==> src/rtl/evt2_decoder.sv <==
// evt2_decoder: EVT 2.0 raw word stream to x/y/p/t events with timestamp extension.
// Define EVT_DECODER_STATS_EN to add saturating cnt_cd / cnt_drop counters.
module evt2_decoder #(
    parameter int          X_BITS = 16,
    parameter int          Y_BITS = 16,
    parameter int          T_BITS = 64,
    parameter int unsigned X_MAX  = 1279,
    parameter int unsigned Y_MAX  = 719
) (
    input  logic              clk,
    input  logic              rst,
    input  logic [31:0]       raw_data,
    input  logic              raw_valid,
    output logic              raw_ready,
    output logic [X_BITS-1:0] x_out,
    output logic [Y_BITS-1:0] y_out,
    output logic              p_out,
    output logic [T_BITS-1:0] t_out,
    output logic              push,
    output logic              synced
`ifdef EVT_DECODER_STATS_EN
    ,
    output logic [31:0]       cnt_cd,
    output logic [31:0]       cnt_drop
`endif
);
    localparam int EW = T_BITS > 34 ? T_BITS - 34 : 1;

    if (T_BITS < 34) begin : g_bad_t_bits
        $error("evt2_decoder: T_BITS must be >= 34");
    end

    typedef enum logic {SYNC, RUN} state_t;

    state_t           state, state_n;
    logic [27:0]      time_high;
    logic [EW-1:0]    epoch;
    logic [EW+33:0]   t_full;
    logic             acc, is_th, is_cd, in_range, do_push;

    assign raw_ready = !rst;
    assign synced    = state == RUN;

    always_comb begin
        acc      = raw_valid && raw_ready;
        is_th    = raw_data[31:28] == 4'h8;
        is_cd    = raw_data[31:29] == 3'b000;
        in_range = 32'(raw_data[21:11]) <= X_MAX && 32'(raw_data[10:0]) <= Y_MAX;
        do_push  = acc && is_cd && state == RUN && in_range;
        t_full   = {epoch, time_high, raw_data[27:22]};
        state_n  = acc && is_th ? RUN : state;
    end

    always_ff @(posedge clk)
        state <= rst ? SYNC : state_n;

    always_ff @(posedge clk) begin
        if (rst) begin
            push      <= 1'b0;
            x_out     <= '0;
            y_out     <= '0;
            p_out     <= 1'b0;
            t_out     <= '0;
            time_high <= '0;
            epoch     <= '0;
        end else begin
            push <= do_push;
            if (do_push) begin
                x_out <= X_BITS'(raw_data[21:11]);
                y_out <= Y_BITS'(raw_data[10:0]);
                p_out <= raw_data[28];
                t_out <= t_full[T_BITS-1:0];
            end
            // A decreasing TIME_HIGH means the sensor's 34-bit counter wrapped.
            if (acc && is_th) begin
                time_high <= raw_data[27:0];
                if (state == RUN && raw_data[27:0] < time_high)
                    epoch <= epoch + EW'(1);
            end
        end
    end

`ifdef EVT_DECODER_STATS_EN
    logic drop;

    assign drop = acc && !is_th && !do_push;

    always_ff @(posedge clk) begin
        if (rst) begin
            cnt_cd   <= '0;
            cnt_drop <= '0;
        end else begin
            if (do_push && ~&cnt_cd)
                cnt_cd <= cnt_cd + 32'd1;
            if (drop && ~&cnt_drop)
                cnt_drop <= cnt_drop + 32'd1;
        end
    end
`endif
endmodule

==> config.mk <==
export PLATFORM = sky130hd
export DESIGN_NAME = evt2_decoder
export DESIGN_NICKNAME = d
export VERILOG_FILES = /design/src/rtl/evt2_decoder.sv
export SDC_FILE = /design/constraint.sdc
export NUM_CORES = 1
export LEC_CHECK = 0
export CORE_AREA = 5 5 125 127
export CTS_CLUSTER_SIZE = 24
export DETAILED_ROUTE_END_ITERATION = 8
export DIE_AREA = 0 0 130 132
export DONT_BUFFER_PORTS = 1
export PLACE_DENSITY = 0.58
export SETUP_SLACK_MARGIN = 0.1
export SYNTH_ARGS = -nofsm -noshare
export SYNTH_HDL_FRONTEND = slang
export SYNTH_SLANG_ARGS = --single-unit
==> constraint.sdc <==
create_clock -name clk -period 3.23 [get_ports clk]
set_input_delay 0.1615 -clock clk [delete_from_list [all_inputs] [get_ports clk]]
set_output_delay 0.1615 -clock clk [all_outputs]
set_load 0.01 [all_outputs]
==> results.ini, run 1 <==
[grt]
grt_antenna_before_repair=0
grt.overflow.total=0
grt_usage_pct=19.8
grt_pass1_wl_um=27400
grt_max_degree=147
grt_pass1_vias=5382

[timing]
rsz0062_at_grt=false
slew_headroom_pct=57.9
tightestPinTransition_ps=631
fin_skew_ps=7.59
min_period_ps=2680
setup_ws_ps=547
report.final.slew_viol_count=0
max_freq_mhz=373
hold_violations=0
fin_crit_sh_pct=83.1
setup_viol=0
fin_tns_setup_ps=0

[floorplanning]
dieArea_um2=17200
rows=44
die_width_um=130
initial_core_util_pct=44.4
io_pins=135
die_y_um=132
coreArea_um2=14300

[drt]
dr_total_vias=5437
drtAntennaViolNets=0
drtPass1Iterations=4
viasPerCell=5.41
route.detailed.drc=0
wirelength_um=16900
drt_iter0_drc=339
post_drt_wl_per_cell_um=16.8

[synthesis]
ys_seq_elements=147
seq_area_frac_synth_pct=46.3
syn_area_um2=6360
synth_edf_count=0
synth_top_area_share_pct=46.3
async_reset_ff_share_pct=0
synth_commonest_cells=240 x nand2_1, 147 x dfxtp_1, 144 x a21oi_1
ys_warn_count=0
synth.distinct_cells=59
ys.flop_type=dfxtp_1
syn_inst=801
synth_top_area_cell=dfxtp_1
synth.area.top_cells=dfxtp_1 46%, nand2_1 14%, a21oi_1 11%
syn_avg_cell_area_um2=7.94
yosysMostFrequentCell=nand2_1

[placed_design]
io_buffers=0
place_ws_ps=557
hpwl_um=11100
place_congestion=0.812

[setup_path]
end_kind=register
critPathLaunchType=register
critPathKind=register to register
worstPathMaxFanout=8
cp.required_ps=3530
regToRegSetupSlack_ps=550
critPathArrivalTime_ps=2990

[power_and_ir_drop]
power.leakage_uw=0.00240
peakVddDrop_mv=0.374
power.density_nw_per_um2=548

[final_layout]
drive_gt1_share_pct=6.21
areaGrowthSynthToFinish_pct=16.2
nNetsFinal=873
regArea_um2=2940
multi_input_area_um2=3050
diodes=0
fill_cells=1344

[hold_path]
hp-class=primary input to register

[clocking]
cts_setup_buffers=0
cts_root_buf=clkbuf_16
cts_made_buffers=17
clk_pin_slew_ps=60
cts_resized=0
htreeDepth=4
hold_buffers=30
clk_latency_ps=420
clockBufferDepth=2
cts_tree=yes
numClockSinks=147

[outcome]
status=finished clean

[job]
max_cap_viol_count=0

stage by stage:
step | cell area [um^2] | utilization, % | hold WS (ps) | total power (uW) | instances
floorplan | 6390 | - | 297 | 1950 | 810
global placement | 6440 | 45.0 | 243 | 1930 | 945
detailed placement | 6440 | 45.0 | 244 | 1930 | 945
CTS | 7380 | 51.6 | 21.7 | 4090 | 1005
global route | 7380 | 51.6 | 68.4 | 4170 | 1005
finish | 7380 | 51.6 | 40.2 | 4040 | 1005
worst paths after layout:
check                 from   endpoint  cells past startpoint
min                    rst   epoch[2]                      2
max          time_high[27]   epoch[2]                      8
max reg2reg  time_high[27]   epoch[2]                      8
min reg2reg      epoch[29]  t_out[63]                      2
placed cells by master (no fill, tap or decap), types with 12 or more instances in the layout:
| master | Yosys | routed |
|---|---|---|
| nand3_1 | 12 | 12 |
| a21oi_1 | 144 | 144 |
| ha_1 | 28 | 28 |
| dfxtp_1 | 147 | 147 |
| inv_1 | 35 | 35 |
| or3_1 | 14 | 14 |
| clkbuf_16 | 0 | 17 |
| o21ai_1 | 15 | 15 |
| dlygate4sd3_1 | 0 | 29 |
| nand2_1 | 240 | 240 |
metal layers:
layer | wire, um | track usage, % | part of all wire, %
met1 | 7370 | 24.8 | 44
met2 | 8010 | 32.0 | 48
met3 | 1180 | 6.97 | 7.0
met4 | 298 | 5.89 | 1.8
met5 | 0 | 0 | 0
logic make-up after synthesis:
logic type,after synthesis,share of synthesized area (%)
compound gates,196,17.6
flops,147,46.3
other cells,1,0.0590
xor+xnor,1,0.138
buf+inv,93,6.40
mux,2,0.354
fa+ha+maj,28,5.51
simple gates,333,23.7
where the power goes:
part | total, uW | leakage [uW] | internal (uW) | switching (uW)
sequential | 1820 | 0.00118 | 1820 | 2.30
combinational | 143 | 0.000918 | 58.1 | 84.9
clock | 2080 | 0.000301 | 1340 | 740
total | 4040 | 0.00240 | 3220 | 827
layout make-up:
class / count / area share [%]
Tap cell: 184 / 3.12
Sequential cell: 147 / 39.9
Timing Repair Buffer: 38 / 5.46
Clock buffer: 21 / 6.37
Multi-Input combinational cell: 570 / 41.3
Clock inverter: 9 / 2.08
Inverter: 36 / 1.83
state kept, by name, indices dropped and copies added (netlist names):
register	flops
epoch	30
p_out	1
push	1
synced	1
t_out	64
time_high	28
x_out	11
y_out	11
critical path, cell delays in order (launching register included):
cell       delay [ps]
dfxtp_1           360
inv_1              60
ha_1              310
nand4_1           200
nor4_2            500
nand4_2           290
o2111ai_2         430
nor2_1            100
mux2_1            310
Note: power is estimated with default switching activity, not from simulation.
==> run 2, diff against run 1 <==
==> constraint.sdc (replaced) <==
create_clock -name clk -period 2.7 [get_ports clk]
set_input_delay 0.135 -clock clk [delete_from_list [all_inputs] [get_ports clk]]
set_output_delay 0.135 -clock clk [all_outputs]
set_load 0.01 [all_outputs]
==> run 2 against run 1 <==
  * Total power rose by 11%
  * Sequential share of layout area fell by 1.0 points
  * Critical path depth rose by 1
  * Register-to-register slack worse by 440 ps
  * Count of clock-buffer cells in the layout shrank 1
  * Highest routed layer unchanged
  * Maximum frequency grew 3.5%
  * Die area unchanged
  * Worst hold slack better by 13 ps
  * Sequential power is 20% higher
  * Largest cell class unchanged
  * Core utilization increased by 1.5 points
  * Clock skew is 2.2 ps higher
  * Worst setup slack lost 440 ps
==> results.ini, run 2 (synthesis gave the netlist of run 1 again) <==
[grt]
grt_usage_pct=20.1  ; +0.32 points
grt_pass1_wl_um=27700  ; +1.2%
grt.overflow.total=0  ; unchanged
grt_pass1_vias=5373  ; -0.17%
grt_max_degree=136  ; -7.5%
grt_antenna_before_repair=0  ; unchanged

[floorplanning]
die_width_um=130  ; unchanged
die_y_um=132  ; unchanged
io_pins=135  ; unchanged
rows=44  ; unchanged
initial_core_util_pct=44.4  ; unchanged
coreArea_um2=14300  ; unchanged
dieArea_um2=17200  ; unchanged

[clocking]
cts_tree=yes
cts_made_buffers=17  ; unchanged
numClockSinks=147  ; unchanged
clockBufferDepth=2  ; unchanged
clk_pin_slew_ps=60  ; about the same
clk_latency_ps=430  ; about the same
cts_root_buf=clkbuf_16
htreeDepth=4  ; unchanged

[timing]
slew_headroom_pct=63.3  ; +5.3 points
whs_ps=53.1  ; +13.0 ps
tightestPinTransition_ps=551  ; -80.1 ps
rsz0062_at_grt=true
setup_viol=0  ; unchanged
fin_crit_sh_pct=96.0  ; +13 points
max_freq_mhz=386  ; +3.5%
fin_skew_ps=9.82  ; +2.23 ps
hold_violations=0  ; unchanged
min_period_ps=2590  ; -90.9 ps
report.final.slew_viol_count=0  ; unchanged

[final_layout]
final_common_cell=nand2_1
utilization_pct=53.1  ; +1.5 points
reg.largest.list=t_out (64), epoch (30), time_high (28)
nNetsFinal=893  ; +2.3%
regArea_um2=2950  ; +0.30%
design_area_um2=7600  ; +2.9%
largest_register_ffs=64  ; unchanged
areaGrowthSynthToFinish_pct=19.6
final_cell_mix=240 x nand2_1, 143 x a21oi_1, 140 x dfxtp_1
top_register=t_out
diodes=0  ; unchanged
multi_input_area_um2=3160  ; +3.6%
drive_gt1_share_pct=9.02  ; +2.8 points
fill_cells=1362  ; +1.3%

[drt]
wirelength_um=17400  ; +3.0%
viasPerCell=5.37  ; -0.77%
drtPass1Iterations=4  ; unchanged
dr_total_vias=5513  ; +1.4%
route.detailed.drc=0  ; unchanged
post_drt_wl_per_cell_um=16.9  ; +0.78%
drt_iter0_drc=342  ; +0.88%
drtAntennaViolNets=0  ; unchanged

[placed_design]
placed_area_um2=6430  ; -0.19%
hpwl_um=11200  ; +1.4%
io_buffers=0  ; unchanged
place_congestion=0.744  ; -8.4%

[setup_path]
worstPathMaxFanout=5  ; -3
worstReg2RegStart=time_high[26]
critPathKind=register to register
critPathLaunchType=register
critPathArrivalTime_ps=2950  ; -40 ps
end_kind=register
cp.required_ps=3060  ; -470 ps
startpoint=time_high[26]

[power_and_ir_drop]
power.leakage_uw=0.00248  ; +3.2%
peakVddDrop_mv=0.435  ; +16%
power.density_nw_per_um2=591  ; +7.9%

[outcome]
status=finished clean

[hold_path]
hp-class=primary input to register
hold_start=raw_data[8]

[job]
max_cap_viol_count=0  ; unchanged

-- run 2: cell types whose count changed in the layout (fill, tap and decap cells not counted), moves of 2 or more --
| cell | previous run | this run |
|---|---|---|
| buf_2 | 0 | 2 |
| buf_6 | 0 | 4 |
| bufinv_16 | 4 | 0 |
| clkinvlp_4 | 2 | 7 |
| dfxtp_1 | 147 | 140 |
| dfxtp_2 | 0 | 7 |
| dlygate4sd3_1 | 29 | 41 |
| o2111ai_1 | 2 | 0 |
| o2111ai_4 | 0 | 2 |
-- run 2: critical path, stage by stage, from the launching register on --
cell	delay [ps]
dfxtp_1	360
inv_1	60
ha_1	280
nand4_1	220
o21ai_1	180
nor4_1	480
o2111ai_4	230
buf_6	190
or3_1	370
a21oi_2	140
-- run 2: path summary, 6_finish.rpt --
| kind | endpoint | slack (ps) | depth (start not counted) |
|---|---|---|---|
| worst max-delay path | epoch[29] | 110 | 9 |
| worst min-delay path | y_out[9] | 50 | 4 |
| worst max register to register | epoch[29] | 110 | 9 |
| worst min register to register | t_out[27] | 460 | 2 |
-- run 2: power breakdown --
group	switching (uW)	leakage (uW)	internal, uW
registers	2.80	0.00119	2170
logic	111	0.00105	82.1
clock network	929	0.000240	1190
total	1040	0.00248	3450
-- run 2: per-layer routing --
metal	vias up	global-route usage [%]	share of wire (%)	wire, um
met5	-	0	0	0
met4	0	6.35	1.1	183
met3	15	7.01	6.4	1110
met2	130	32.1	49	8470
met1	2610	25.5	44	7590
li1	2758	-	-	-
-- run 2: what timing repair did --
item | in CTS | in global routing
setup endpoints to repair | 19 | 42
buffers inserted | 5 | 1
hold buffers | 42 | 0
gates resized for setup | 9 | 23
pin swaps | 3 | 8
cloned | 0 | 2
hold endpoints to repair | 146 | 0
-- run 2: area by class of cell --
class | count | share of cell area (%)
repair buffers | 58 | 7.82
well taps | 184 | 3.03
flip-flops and latches | 147 | 38.8
multi-input cells | 570 | 41.5
clock buffers | 20 | 5.88
inverters | 36 | 1.78
clock inverters | 12 | 1.12
-- run 2: stage by stage --
stage / setup TNS [ps] / setup WS (ps) / power, uW / instances
after global routing: -0.533 / -0.533 / 4650 / 1027
after CTS: 0 / 109 / 4530 / 1024
after detailed placement: -39.3 / -21.1 / 2310 / 945
after global placement: 0 / 133 / 2310 / 945
after floorplan: 0 / 322 / 2330 / 810
final: 0 / 108 / 4490 / 1027
